<file path="config.mk">
export PLATFORM = sky130hd
export DESIGN_NAME = button_debouncer
export DESIGN_NICKNAME = d
export VERILOG_FILES = /design/src/rtl/button_debouncer.sv
export SDC_FILE = /design/constraint.sdc
export NUM_CORES = 1
export LEC_CHECK = 0
export BUFFER_PORTS_ARGS = -buffer_cell sky130_fd_sc_hd__buf_2
export CAP_MARGIN = 0
export CORE_AREA = 4 4 41 43
export DETAILED_ROUTE_END_ITERATION = 8
export DIE_AREA = 0 0 45 47
export SETUP_SLACK_MARGIN = 0.1
export SLEW_MARGIN = 40
export SYNTH_ARGS = -nofsm -noshare
export SYNTH_HDL_FRONTEND = slang
export SYNTH_SLANG_ARGS = --single-unit
</file>
<file path="constraint.sdc">
create_clock -name clk -period 1.45 [get_ports clk]
set_clock_uncertainty 0.1 [all_clocks]
set_input_delay 0.29 -clock clk [delete_from_list [all_inputs] [get_ports clk]]
set_output_delay 0.29 -clock clk [all_outputs]
set_load 0.1 [all_outputs]
</file>
<file path="src/rtl/button_debouncer.sv">
// button_debouncer: turns a raw, bouncing push-button level into a clean
// registered level, one-cycle rise/fall pulses and a press-toggle bit.
// A new level is accepted only after BOUNCE_TICKS consecutive tick-qualified
// samples agree with it; any opposite sample in between discards progress.
module button_debouncer #(
  parameter int BOUNCE_TICKS  = 4,
  parameter int COUNTER_WIDTH = $clog2(BOUNCE_TICKS) + 1
) (
  input  logic clk,
  input  logic rst,
  input  logic button,
  input  logic tick,
  output logic debounced,
  output logic rise,
  output logic fall,
  output logic toggle
);

  typedef enum logic [1:0] {
    S_LOW        = 2'd0,
    S_MAYBE_HIGH = 2'd1,
    S_HIGH       = 2'd2,
    S_MAYBE_LOW  = 2'd3
  } state_e;

  // Count value on which the next tick-qualified sample accepts the new level.
  localparam logic [COUNTER_WIDTH-1:0] CNT_LAST = COUNTER_WIDTH'(BOUNCE_TICKS - 1);

  logic                     sync1_q;
  logic                     sync2_q;
  state_e                   state_q;
  state_e                   state_d;
  logic [COUNTER_WIDTH-1:0] cnt_q;
  logic [COUNTER_WIDTH-1:0] cnt_d;
  logic                     debounced_q;
  logic                     debounced_d;
  logic                     rise_q;
  logic                     rise_d;
  logic                     fall_q;
  logic                     fall_d;
  logic                     toggle_q;
  logic                     toggle_d;

  // Two-flop synchronizer for the asynchronous button input.
  always_ff @(posedge clk) begin
    if (rst) begin
      sync1_q <= 1'b0;
      sync2_q <= 1'b0;
    end else begin
      sync1_q <= button;
      sync2_q <= sync1_q;
    end
  end

  // State, counter and registered outputs.
  always_ff @(posedge clk) begin
    if (rst) begin
      state_q     <= S_LOW;
      cnt_q       <= '0;
      debounced_q <= 1'b0;
      rise_q      <= 1'b0;
      fall_q      <= 1'b0;
      toggle_q    <= 1'b0;
    end else begin
      state_q     <= state_d;
      cnt_q       <= cnt_d;
      debounced_q <= debounced_d;
      rise_q      <= rise_d;
      fall_q      <= fall_d;
      toggle_q    <= toggle_d;
    end
  end

  // Next-state logic: enter a MAYBE state on the first opposite sample, count
  // tick-qualified agreeing samples there, and fall back on any bounce.
  always_comb begin
    state_d  = state_q;
    cnt_d    = cnt_q;
    rise_d   = 1'b0;
    fall_d   = 1'b0;
    toggle_d = toggle_q;

    case (state_q)
      S_LOW: begin
        if (sync2_q) begin
          state_d = S_MAYBE_HIGH;
          cnt_d   = '0;
        end
      end

      S_MAYBE_HIGH: begin
        if (!sync2_q) begin
          // Bounce: discard progress regardless of tick.
          state_d = S_LOW;
          cnt_d   = '0;
        end else if (tick) begin
          if (cnt_q == CNT_LAST) begin
            state_d  = S_HIGH;
            cnt_d    = '0;
            rise_d   = 1'b1;
            toggle_d = ~toggle_q;
          end else begin
            cnt_d = cnt_q + COUNTER_WIDTH'(1);
          end
        end
      end

      S_HIGH: begin
        if (!sync2_q) begin
          state_d = S_MAYBE_LOW;
          cnt_d   = '0;
        end
      end

      S_MAYBE_LOW: begin
        if (sync2_q) begin
          state_d = S_HIGH;
          cnt_d   = '0;
        end else if (tick) begin
          if (cnt_q == CNT_LAST) begin
            state_d = S_LOW;
            cnt_d   = '0;
            fall_d  = 1'b1;
          end else begin
            cnt_d = cnt_q + COUNTER_WIDTH'(1);
          end
        end
      end

      default: begin
        state_d = S_LOW;
        cnt_d   = '0;
      end
    endcase

    // The accepted level stays high until a release has been confirmed.
    debounced_d = (state_d == S_HIGH) || (state_d == S_MAYBE_LOW);
  end

  assign debounced = debounced_q;
  assign rise      = rise_q;
  assign fall      = fall_q;
  assign toggle    = toggle_q;

endmodule
</file>
# == Word level (Yosys, flattened, before mapping) ==
# Index checks and enable logic that the tools add are counted.
# word_totals
regBits,11
elab_cells,45
out_inout_bits,4
# classes
bitwise_logic,4
eq_ne,8
n_reduce_logical,6
add_sub_neg,1
mux,18
# ops
operator,count
$mux 3,6
$mux 2,8
$pmux 3 s4,1
$eq 2x2->1 const B,4
$pmux 2 s4,1
$reduce_or 3->1,2
$ne 2x2->1 const B,2
$not 1->1,4
$reduce_and 4->1,1
$add 3x1->3 const B,1
$eq 3x2->1 const B,1
$eq 2x1->1 const B,1
$logic_not 2->1,1
$mux 1,2
$reduce_and 2->1,1
$logic_or 1x1->1,1

# == Logic depth before layout (Yosys ltp) ==
# depth
ltp_word,7
depth_mapped,4
mapped_depth_nobuf,4

# == Worst setup path after synthesis ==
# No wires, ideal clock.
# synth_path
path_kind,register -> register
startpoint,register state_q[1]
endpoint,register cnt_q[0]
n_path_buf,0
required_ps,1288
path_slack_ps,-566
setup_ps,62
arrival_time_ps,1854
synth_period_minus_slack_ps,2016
stages_incl_launch_ff,4
cell_sequence,dfxtp_1 xor2_2 or4b_1 nand3_1
# synth_via
elab_chain_len,3
elab_cells_between_ends,8
# synth_lines
element,line,rtl
start: declaration,31,state_e state_q;
start signal: assignment,65,state_q <= state_d;
$eq 2x2->1 or $logic_not 2->1 (tied branches),83,case (state_q)
$ne 2x2->1 (no line),-,
$reduce_and 2->1 (no line),-,
end signal: assignment,66,cnt_q <= cnt_d;
end: declaration,33,logic [COUNTER_WIDTH-1:0] cnt_q;
# Parallel ways exist; a longest one is shown, timed or not.
# A chain may end at the register's enable or synchronous reset.

# == Final worst setup path ==
# layout_path
startpoint,register sync2_q
endpoint,register cnt_q[0]
# layout_via
elab_chain_len,2
elab_cells_between_ends,6
# layout_lines
element,line,rtl
start: declaration,30,logic sync2_q;
start signal: assignment,51,sync2_q <= sync1_q;
$mux 3 (tied with other cells),116,if (sync2_q) begin
$pmux 3 s4 or $reduce_and 2->1 (tied branches),-,
# Parallel ways exist; a longest one is shown, timed or not.

==> flow_summary.toml <==
[critical_path]
crit_buf_inv = 0
reg2reg_depth = 3
startpoint = "sync2_q"
cp-start-kind = "flop"
critPathCapture = "cnt_q[0]"
reg2reg_to = "cnt_q[0]"
path_cells = "xor2_4 -> or4b_1 -> nand3_1"
cp.required_ns = 1.56
slowest_delay_ns = 0.48
crit_slowest_cell = "or4b_1"
end_kind = "flop"
worst_ep_arrival_time_ns = 1.41
worstSetupPathDepth = 3
crit_path_max_fanout = 9
r2r_slack_ns = 0.14
worstSetupPathType = "reg -> reg"
crit_family = "simple AND/OR/NAND/NOR gates"
r2r-start = "sync2_q"

[clock_tree]
holdBufCountCts = 0
clkTransAtPathRegs_ns = 0.07
clk_path_buf_depth = 2
cts_made_buffers = 3
h-tree-depth = 1
cts_tree = "built"
cts_root_buf = "clkbuf_4"
clock-sinks = 10
worst_skew_pair.late_latency_ns = 0.26

[synth]
synth_ff_type = "dfxtp_1"
synth_nets = 49
synth_edf_count = 0
syn_avg_cell_area_sq_um = 9.953
synth_area_sq_um = 437.9
synthTopCellsByArea = "dfxtp_1, nand2b_1, nand4b_4"
async_flop_share = 0
syn_inst = 44
synth.largest_area_cell = "dfxtp_1"
ys_ff_latch = 10
yosysUniqueCellTypes = 22
yosysSeqAreaShare = 0.4571
yosys_warnings = 0
synth_top_area_frac = 0.4571

[global_routing]
antenna_found_initial = 0
track_usage = 0.09040
grt-ovfl-total = 0
grt_pass1_wl_mm = 1.380
grt_max_degree = 14
first_global_vias = 326

[die]
num_rows = 13
ios = 8
die_y_microns = 47
dieArea_sq_mm = 0.002115
start_util = 0.3365
die_w_microns = 45
core_area_sq_mm = 0.001301

[final_layout]
antenna_cells = 0
drive_above_1_share = 0.4074
area_growth_pct = 37.14
fin_util = 0.4615
final_nets = 60

[pwr]
p_sw_uw = 119.3
power_frac_seq = 0.501
powerDensity_mw_per_mm2 = 923.3
vdd_drop_max_v = 0.0006087
power.internal_uw = 435.2
p_sw_frac = 0.2152
p_leak_nw = 0.2394
clockPowerShare = 0.459
combinationalPowerShare = 0.040

[routing]
wire_per_inst_microns = 11.43
drc_errors = 0
dr.first_iter.drc_count = 5
detail-route-antenna-nets = 0
vias = 343
dr.pass1.iters = 4
viasPerCell = 4.971
wirelength_microns = 789

[sta]
finalHoldViolations = 0
setup_viol = 0
relSlewSlack = 0.8136
rsz0062_at_grt = "true"
worst_pin_slew_ns = 0.2761
drv_slew = 0
period_needed_ns = 1.305
max_freq_ghz = 0.7661
min_period_over_period = 0.9003
setup-tns-final_ns = 0

[run]
cap_violations = 0

[run_status]
status = "completed"

[placement]
numPortBuffers = 7
dp_hpwl_microns = 579.1
gp_congestion = 0.7129

[min_path]
hp-class = "in -> reg"
==> worst reg2reg max path, delay by kind of cell, from the launching register on <==
kind | cells | cell delay, ns
XOR/XNOR | 1 | 0.21
flip-flops | 1 | 0.37
AND/OR/NAND/NOR | 2 | 0.57
==> layer usage <==
metal / GRT usage / wire, microns / up-vias / part of all wire
met2: 0.1243 / 336 / 10 / 0.43
met1: 0.1241 / 401 / 156 / 0.51
met4: 0.02339 / 0 / 0 / 0
li1: - / - / 177 / -
met5: 0 / 0 / - / 0
met3: 0.04598 / 51 / 0 / 0.065
==> power by group through the flow <==
| stage | clock, mW | sequential (mW) | combinational, mW |
|---|---|---|---|
| 2_1_floorplan | 0 | 0.285 | 0.0154 |
| 3_3_place_gp | 0 | 0.287 | 0.0221 |
| 3_5_place_dp | 0 | 0.287 | 0.0224 |
| 4_1_cts | 0.261 | 0.281 | 0.0225 |
| 5_1_grt | 0.274 | 0.278 | 0.0246 |
| 6_report | 0.254 | 0.278 | 0.0223 |
==> what timing repair did <==
| item | CTS | global route |
|---|---|---|
| endpoints found under the setup margin | 4 | 4 |
| pin swaps | 0 | 1 |
| setup buffers | 0 | 0 |
| gates resized for setup | 4 | 5 |
==> sequential cells by signal (all words and copies together), names as in the netlist <==
signal and cells:
cnt_q 3, fall 1, rise 1, state_q 2, sync1_q 1, sync2_q 1
toggle 1
==> placed cells by master (no fill, tap or decap) <==
master    count
nand2b_1      4
dfxtp_1       4
nand3_1       3
nor2_1        3
nand4_1       3
nor2b_1       3
clkbuf_4      3
dfxtp_4       3
dfxtp_2       3
buf_2         3
buf_4         3
a21oi_1       2
nand2_1       2
buf_12        2
nand4b_4      1
nor4b_1       1
o21ai_0       1
or3_1         1
xor2_4        1
nor4bb_1      1
or4b_1        1
o311ai_0      1
mux2i_1       1
or2_2         1
nor3_1        1
ha_4          1
clkbuf_8      1
==> cell families after synthesis <==
family	after synthesis	share of synthesized area
buffers and inverters	2	0.01998
multiplexers	1	0.02286
XOR/XNOR	1	0.03715
AND/OR/NAND/NOR	25	0.3800
flip-flops	10	0.4571
AO/OA/AOI/OAI	4	0.05428
adder cells (fa/ha/maj)	1	0.02857
==> worst min-delay path by stage <==
stage,cells past startpoint,from,endpoint,slack (ns)
floorplan,1,sync1_q,sync2_q,0.31
global placement,1,sync1_q,sync2_q,0.32
detailed placement,1,sync1_q,sync2_q,0.33
CTS,2,button,sync1_q,0.13
global route,2,button,sync1_q,0.15
finish,2,button,sync1_q,0.13
==> cell usage after synthesis (2+ instances only) <==
master / number
a21oi_1: 2
dfxtp_1: 10
nand3_1: 3
nor2_1: 3
nand4_1: 3
nor2b_1: 3
nand2b_1: 4
nand2_1: 2
==> final cells by class <==
type,count,area (sq um)
flip-flops and latches,10,215.2
fillers,132,700.7
multi-input cells,32,252.7
repair buffers,8,77.57
clock buffers,4,36.28
well taps,15,18.77
==> stage by stage <==
stage | hold WS, ns | power (mW) | setup slack [ns] | cell area, sq um | instances
after floorplan | 0.3138 | 0.3002 | 0.04248 | 456.7 | 44
after global placement | 0.3190 | 0.3091 | 0.09099 | 539.3 | 65
after detailed placement | 0.3332 | 0.3095 | 0.08238 | 539.3 | 65
after CTS | 0.1281 | 0.5643 | 0.1057 | 583.1 | 69
after global routing | 0.1519 | 0.5773 | 0.09692 | 600.6 | 69
final | 0.1337 | 0.5545 | 0.1446 | 600.6 | 69
Note: power is estimated with default switching activity, not from simulation.
